==> config.mk <==
export PLATFORM = sky130hd
export DESIGN_NAME = cpld_chain_if
export DESIGN_NICKNAME = d
export VERILOG_FILES = /design/src/rtl/cpld_chain_if.sv
export SDC_FILE = /design/constraint.sdc
export NUM_CORES = 1
export LEC_CHECK = 0
export CAP_MARGIN = 10
export CORE_MARGIN = 3
export CORE_UTILIZATION = 35
export CTS_BUF_LIST = sky130_fd_sc_hd__clkbuf_4
export CTS_CLUSTER_DIAMETER = 40
export DETAILED_ROUTE_END_ITERATION = 10
export HOLD_SLACK_MARGIN = 0.05
export PLACE_DENSITY = 0.56
export SYNTH_ARGS = -nofsm -noshare
export SYNTH_HDL_FRONTEND = slang
export SYNTH_SLANG_ARGS = --single-unit
==> constraint.sdc <==
create_clock -name clk -period 2.7 [get_ports clk]
set_input_delay 0.405 -clock clk [delete_from_list [all_inputs] [get_ports clk]]
set_output_delay 0.405 -clock clk [all_outputs]
set_load 0.005 [all_outputs]
==> src/rtl/cpld_chain_if.sv <==
// Serial bridge to the board CPLD: shifts LED/7-segment frames out on cpld_mosi
// and captures the CPLD switch word from cpld_miso in the same frames.
module cpld_chain_if #(
   parameter int LED_W    = 8,
   parameter int N_DIG    = 2,
   parameter int IN_W     = 16,
   parameter int HALF_DIV = 512
) (
   input  logic                 clk,
   input  logic                 rst,
   input  logic [LED_W-1:0]     led,
   input  logic [4*N_DIG-1:0]   dig,
   input  logic [N_DIG-1:0]     dp,
   input  logic [N_DIG-1:0]     blank,
   output logic [IN_W-1:0]      sw_out,
   output logic                 sw_valid,
   output logic                 sw_changed,
   output logic                 cpld_rstn,
   output logic                 cpld_clk,
   output logic                 cpld_load,
   output logic                 cpld_mosi,
   input  logic                 cpld_miso
);

   localparam int OUT_W     = LED_W + 8 + N_DIG;
   localparam int FRAME_LEN = (OUT_W > IN_W) ? OUT_W : IN_W;
   localparam int PH_W      = $clog2(2 * HALF_DIV);
   localparam int BIT_W     = $clog2(FRAME_LEN);
   localparam int DSEL_W    = (N_DIG > 1) ? $clog2(N_DIG) : 1;

   localparam logic [PH_W-1:0]   PH_RISE   = PH_W'(HALF_DIV - 1);
   localparam logic [PH_W-1:0]   PH_LAST   = PH_W'(2 * HALF_DIV - 1);
   localparam logic [BIT_W-1:0]  BIT_LAST  = BIT_W'(FRAME_LEN - 1);
   localparam logic [DSEL_W-1:0] DSEL_LAST = DSEL_W'(N_DIG - 1);

   typedef enum logic {S_RESET, S_SHIFT} state_t;

   state_t                 state;
   logic [PH_W-1:0]        phase;
   logic [BIT_W-1:0]       bit_idx;
   logic [DSEL_W-1:0]      dsel;
   logic [FRAME_LEN-1:0]   frame_p0;
   logic [IN_W-1:0]        sh_p0;

   logic [DSEL_W-1:0]      dsel_wrap;
   logic [DSEL_W-1:0]      snap_sel;
   logic [3:0]             snap_dig;
   logic [N_DIG-1:0]       snap_dp;
   logic [N_DIG-1:0]       snap_blank;
   logic [FRAME_LEN-1:0]   next_frame;
   logic [IN_W-1:0]        sh_next;
   logic [BIT_W-1:0]       bit_nxt;
   logic                   sample;
   logic                   frame_end;
   logic                   load_frame;

   function automatic logic [6:0] hex_seg(input logic [3:0] v);
      case (v)
         4'h0: hex_seg = 7'h3F;
         4'h1: hex_seg = 7'h06;
         4'h2: hex_seg = 7'h5B;
         4'h3: hex_seg = 7'h4F;
         4'h4: hex_seg = 7'h66;
         4'h5: hex_seg = 7'h6D;
         4'h6: hex_seg = 7'h7D;
         4'h7: hex_seg = 7'h07;
         4'h8: hex_seg = 7'h7F;
         4'h9: hex_seg = 7'h6F;
         4'hA: hex_seg = 7'h77;
         4'hB: hex_seg = 7'h7C;
         4'hC: hex_seg = 7'h39;
         4'hD: hex_seg = 7'h5E;
         4'hE: hex_seg = 7'h79;
         default: hex_seg = 7'h71;
      endcase
   endfunction

   // Frame layout, LSB first: LED bits, segment byte, one-hot digit enable, zero pad.
   function automatic logic [FRAME_LEN-1:0] build_frame(
      input logic [LED_W-1:0]  l,
      input logic [3:0]        d,
      input logic              p,
      input logic              b,
      input logic [DSEL_W-1:0] sel
   );
      logic [FRAME_LEN-1:0] f;
      logic [7:0]           seg;
      logic [N_DIG-1:0]     en;
      seg = b ? 8'h00 : {p, hex_seg(d)};
      en  = N_DIG'(1) << sel;
      f   = '0;
      f[LED_W-1:0]         = l;
      f[LED_W +: 8]        = seg;
      f[LED_W + 8 +: N_DIG] = en;
      return f;
   endfunction

   assign cpld_rstn = ~rst;

   always_comb begin
      dsel_wrap  = (dsel == DSEL_LAST) ? '0 : dsel + 1'b1;
      snap_sel   = (state == S_RESET) ? '0 : dsel_wrap;
      snap_dig   = 4'(dig >> {snap_sel, 2'b00});
      snap_dp    = dp >> snap_sel;
      snap_blank = blank >> snap_sel;
      next_frame = build_frame(led, snap_dig, snap_dp[0], snap_blank[0], snap_sel);
      sh_next          = sh_p0 >> 1;
      sh_next[IN_W-1]  = cpld_miso;
      bit_nxt    = bit_idx + 1'b1;
      sample     = !rst && (state == S_SHIFT) && (phase == PH_LAST);
      frame_end  = sample && (bit_idx == BIT_LAST);
      load_frame = (!rst && (state == S_RESET)) || frame_end;
   end

   // Data registers: frame snapshot and input shifter carry no reset; every
   // frame fully overwrites the shifter before it is published.
   always_ff @(posedge clk) begin
      if (load_frame) frame_p0 <= next_frame;
      if (sample)     sh_p0    <= sh_next;
   end

   always_ff @(posedge clk) begin
      if (rst) begin
         state      <= S_RESET;
         phase      <= '0;
         bit_idx    <= '0;
         dsel       <= '0;
         cpld_clk   <= 1'b0;
         cpld_load  <= 1'b0;
         cpld_mosi  <= 1'b0;
         sw_out     <= '0;
         sw_valid   <= 1'b0;
         sw_changed <= 1'b0;
      end else begin
         sw_valid   <= 1'b0;
         sw_changed <= 1'b0;
         case (state)
            S_RESET: begin
               state     <= S_SHIFT;
               phase     <= '0;
               bit_idx   <= '0;
               dsel      <= '0;
               cpld_mosi <= next_frame[0];
               cpld_load <= 1'b0;
            end
            S_SHIFT: begin
               if (phase == PH_RISE) cpld_clk <= 1'b1;
               if (phase == PH_LAST) begin
                  cpld_clk <= 1'b0;
                  phase    <= '0;
                  if (bit_idx == BIT_LAST) begin
                     bit_idx    <= '0;
                     dsel       <= dsel_wrap;
                     cpld_mosi  <= next_frame[0];
                     cpld_load  <= 1'b0;
                     sw_out     <= sh_next;
                     sw_valid   <= 1'b1;
                     sw_changed <= (sh_next != sw_out);
                  end else begin
                     bit_idx   <= bit_nxt;
                     cpld_mosi <= frame_p0[bit_nxt];
                     cpld_load <= (bit_nxt == BIT_LAST);
                  end
               end else begin
                  phase <= phase + 1'b1;
               end
            end
            default: state <= S_RESET;
         endcase
      end
   end

endmodule

==> flow_summary.json <==
{
  "holdBufCountCts": 0,
  "worst_path_most_repeated_cell": "sky130_fd_sc_hd__a22o_1",
  "commonest_cells_in_the_netlist": "sky130_fd_sc_hd__nor2_1 (40), sky130_fd_sc_hd__dfxtp_1 (38), sky130_fd_sc_hd__edfxtp_1 (33)",
  "setup_repair_after_global_routing_missed_its_margin": "no",
  "synth_seq_area_share_pct": 53.0,
  "synth_largest_area_cell": "sky130_fd_sc_hd__edfxtp_1",
  "internal_power_mw": 1.71,
  "gr_usage_total_pct": 12.8,
  "power_density_nw_per_um2": 533,
  "largest_net_degree_at_the_start_of_global_routing": 21,
  "status": "finished, final reports clean",
  "post-cts-setup-buffer-count": 0,
  "total_power_consumption_mw": 2.15,
  "post_layout_nonfiller_instances": 450,
  "crit_path_top_delay_cell": "sky130_fd_sc_hd__dfxtp_1",
  "synth_enable_flop_cells": 33,
  "yosys_register_bits": 71,
  "via_count_of_the_first_global_routing_pass": 2217,
  "synth-main-ff-cell": "sky130_fd_sc_hd__dfxtp_1",
  "area_delta_synth_final_pct": 21.8,
  "max-vdd-ir-drop_mv": 0.231,
  "fp.dieArea_sq_um": 10600,
  "post-synth-top-area-fraction_pct": 30.0,
  "die_y_microns": 103,
  "cts-htree-levels": 3,
  "critical_path.max_fanout": 13,
  "syn_area_per_cell_sq_um": 11.6,
  "grt_antenna_before_repair": 0,
  "crit-reg2reg-capture": "cpld_mosi",
  "cts_sinks": 71,
  "postCtsResizedCells": 0,
  "cp.arrival_ps": 2650,
  "post_dp_cell_area_sq_um": 3830,
  "tritoncts": "built",
  "reg2reg_slack_ps": 380,
  "final.min_clock_period_ps": 2320,
  "grt_pass1_wl_mm": 10.5,
  "max_freq_ghz": 0.432,
  "net_switching_share_of_the_total_power_pct": 20.5,
  "worst_hold_path_type": "reg -> reg",
  "filler_cell_count": 856,
  "clock_power_share_pct": 39.8,
  "maxSlewViolCount": 0,
  "p_comb_share_pct": 6.7,
  "place_congestion": 0.840,
  "syn_nets": 320,
  "final_area_sq_um": 4030,
  "netlist_instances": 286,
  "crit_path_required_time_ps": 3040,
  "number_of_cts_inserted_buffers": 9,
  "die_width_microns": 103,
  "critical_path.startpoint_type": "register",
  "cellLeakagePower_nw": 1.51,
  "cpPeakStageDelay_ps": 580,
  "worst-slew-pin-transition_ps": 597,
  "fin_tns_setup_ps": 0,
  "viasPerCell": 4.97,
  "route.vias.total": 2236,
  "synth_cell_types": 51,
  "clk_root_buffer_cell": "sky130_fd_sc_hd__clkbuf_4",
  "cts_buffer_depth": 2,
  "post_synth_instance_area_sq_um": 3310,
  "hpwlAfterDp_mm": 4.54,
  "path_class": "reg -> reg",
  "hold_path.startpoint": "cpld_clk",
  "critPathTopFamily": "flip-flops",
  "antenna_violating_nets_post_route": 0,
  "layout-drive-gt1-share_pct": 12.0,
  "rr_startpoint": "bit_idx[0]",
  "num_io_pins": 45,
  "overflow": 0,
  "leading_cell_type_by_number_of_instances_after_synthesis": "sky130_fd_sc_hd__nor2_1",
  "clock_pin_slew_of_the_registers_on_the_worst_case_setup_and_hold_paths_ps": 120,
  "placement.io_buffers": 44,
  "drcViolationCount": 0,
  "p_seq_share_pct": 53.5,
  "drt_iter0_drc": 86,
  "clkLatencyLatePin_ps": 410,
  "netSwitchingPower_mw": 0.440,
  "synth-async-reset-ratio_pct": 0,
  "timing.final.setup_violations": 0,
  "timing.critical_path.buf_inv": 1,
  "report.final.hold_viol_count": 0,
  "whs_path_depth": 2,
  "numPlacedInstances": 433,
  "worst-r2r-cell-count": 7,
  "wl_per_cell_microns": 14.0,
  "slew_headroom_pct": 59.4,
  "nNetsFinal": 370,
  "core_area_sq_um": 8930,
  "worst_clock_skew_ps": 23.3,
  "fp-row-count": 34,
  "whs_endpoint": "cpld_clk",
  "drt-pass1-iter-count": 4,
  "ys_top_cells_by_area": "sky130_fd_sc_hd__edfxtp_1 (30%), sky130_fd_sc_hd__dfxtp_1 (23%), sky130_fd_sc_hd__mux2i_1 (7.0%)",
  "floorplan.initialDensity_pct": 37.0,
  "synth_warnings": 0,
  "cp_cell_sequence": "inv_1 -> ha_1 -> mux2i_1 -> a22o_1 -> or4_1 -> o211ai_1 -> a22o_1",
  "drt_wl_total_mm": 6.32,
  "period_share_pct": 85.8,
  "critical_path.endpoint_type": "register",
  "timing.max_cap.violations": 0
}
==> worst reg2reg max path, stage by stage (launching register included) <==
cell,delay (ps)
sky130_fd_sc_hd__dfxtp_1,580
sky130_fd_sc_hd__inv_1,90
sky130_fd_sc_hd__ha_1,570
sky130_fd_sc_hd__mux2i_1,150
sky130_fd_sc_hd__a22o_1,240
sky130_fd_sc_hd__or4_1,390
sky130_fd_sc_hd__o211ai_1,100
sky130_fd_sc_hd__a22o_1,140
==> logic make-up (layout without fill, tap and decap cells) <==
family          Yosys count  after routing  share of synthesized area [%]
simple gates             96             96                           14.6
flops                    71             71                           53.0
mux                      33             33                           11.1
compound gates           28             28                           5.79
xor+xnor                 28             28                           7.65
buf+inv                  19             74                           3.71
fa+ha+maj                11             11                           4.16
other cells               0              1                              0
==> layout by cell type, fill, tap and decap left out, types with 4 or more instances in the layout <==
cell                               n
sky130_fd_sc_hd__ha_1             11
sky130_fd_sc_hd__nand4_1           6
sky130_fd_sc_hd__buf_4             5
sky130_fd_sc_hd__o21ai_0           4
sky130_fd_sc_hd__xnor2_1          19
sky130_fd_sc_hd__clkbuf_4         11
sky130_fd_sc_hd__clkdlybuf4s50_1  44
sky130_fd_sc_hd__a221oi_1          4
sky130_fd_sc_hd__xor2_1            8
sky130_fd_sc_hd__a21oi_1           7
sky130_fd_sc_hd__mux2_2            5
sky130_fd_sc_hd__dfxtp_1          38
sky130_fd_sc_hd__nand3_1           8
sky130_fd_sc_hd__nor3_1            7
sky130_fd_sc_hd__inv_1             8
sky130_fd_sc_hd__nor2_1           40
sky130_fd_sc_hd__edfxtp_1         33
sky130_fd_sc_hd__mux2i_1          23
sky130_fd_sc_hd__nand2_1          15
==> metal layers <==
metal / wire length, microns / vias up / global-route usage, %
met4: 90 / 0 / 6.27
met3: 215 / 6 / 2.68
met1: 3090 / 1072 / 17.3
met2: 2920 / 42 / 19.6
met5: 0 / - / 0
li1: - / 1116 / -
==> power groups by stage <==
stage,registers (mW),clock network [mW],logic (mW)
after floorplan,1.17,0,0.0872
after global placement,1.17,0,0.142
after detailed placement,1.17,0,0.145
after CTS,1.15,0.888,0.145
after global routing,1.15,0.936,0.159
final,1.15,0.855,0.144
==> area by class of cell <==
cell class | instances | area, sq um | area share [%]
tap | 108 | 135 | 3.36
clock buffer | 11 | 82.6 | 2.05
inverter | 9 | 33.8 | 0.839
antenna | 1 | 2.50 | 0.0622
sequential | 71 | 1750 | 43.5
timing repair buffer | 49 | 478 | 11.9
clock inverter | 5 | 106 | 2.64
multi-input combinational | 196 | 1440 | 35.7
==> state kept, by name (all words and copies together) (netlist names) <==
| signal | count |
|---|---|
| sw_valid | 1 |
| dsel | 1 |
| bit_idx | 5 |
| sh_p0 | 15 |
| sw_changed | 1 |
| cpld_load | 1 |
| sw_out | 16 |
| cpld_mosi | 1 |
| frame_p0 | 18 |
| phase | 10 |
| cpld_clk | 1 |
| state | 1 |
==> per-stage QoR <==
step / utilization (%) / hold WS [ps] / worst slack [ps]
3_5_place_dp: 42.9 / 454 / 369
6_report: 45.1 / 468 / 384
5_1_grt: 45.0 / 480 / 221
3_3_place_gp: 42.9 / 447 / 440
4_1_cts: 45.0 / 472 / 375
2_1_floorplan: - / 453 / 177
==> worst max-delay path by stage <==
stage / depth (start not counted) / slack (ps) / start / to
floorplan: 5 / 180 / phase[0] / frame_p0[0]
global placement: 6 / 440 / dig[5] / frame_p0[11]
detailed placement: 6 / 370 / dig[5] / frame_p0[11]
CTS: 7 / 380 / bit_idx[0] / cpld_mosi
global route: 7 / 220 / bit_idx[0] / cpld_mosi
finish: 7 / 380 / bit_idx[0] / cpld_mosi
(Power assumes the default switching activity.)
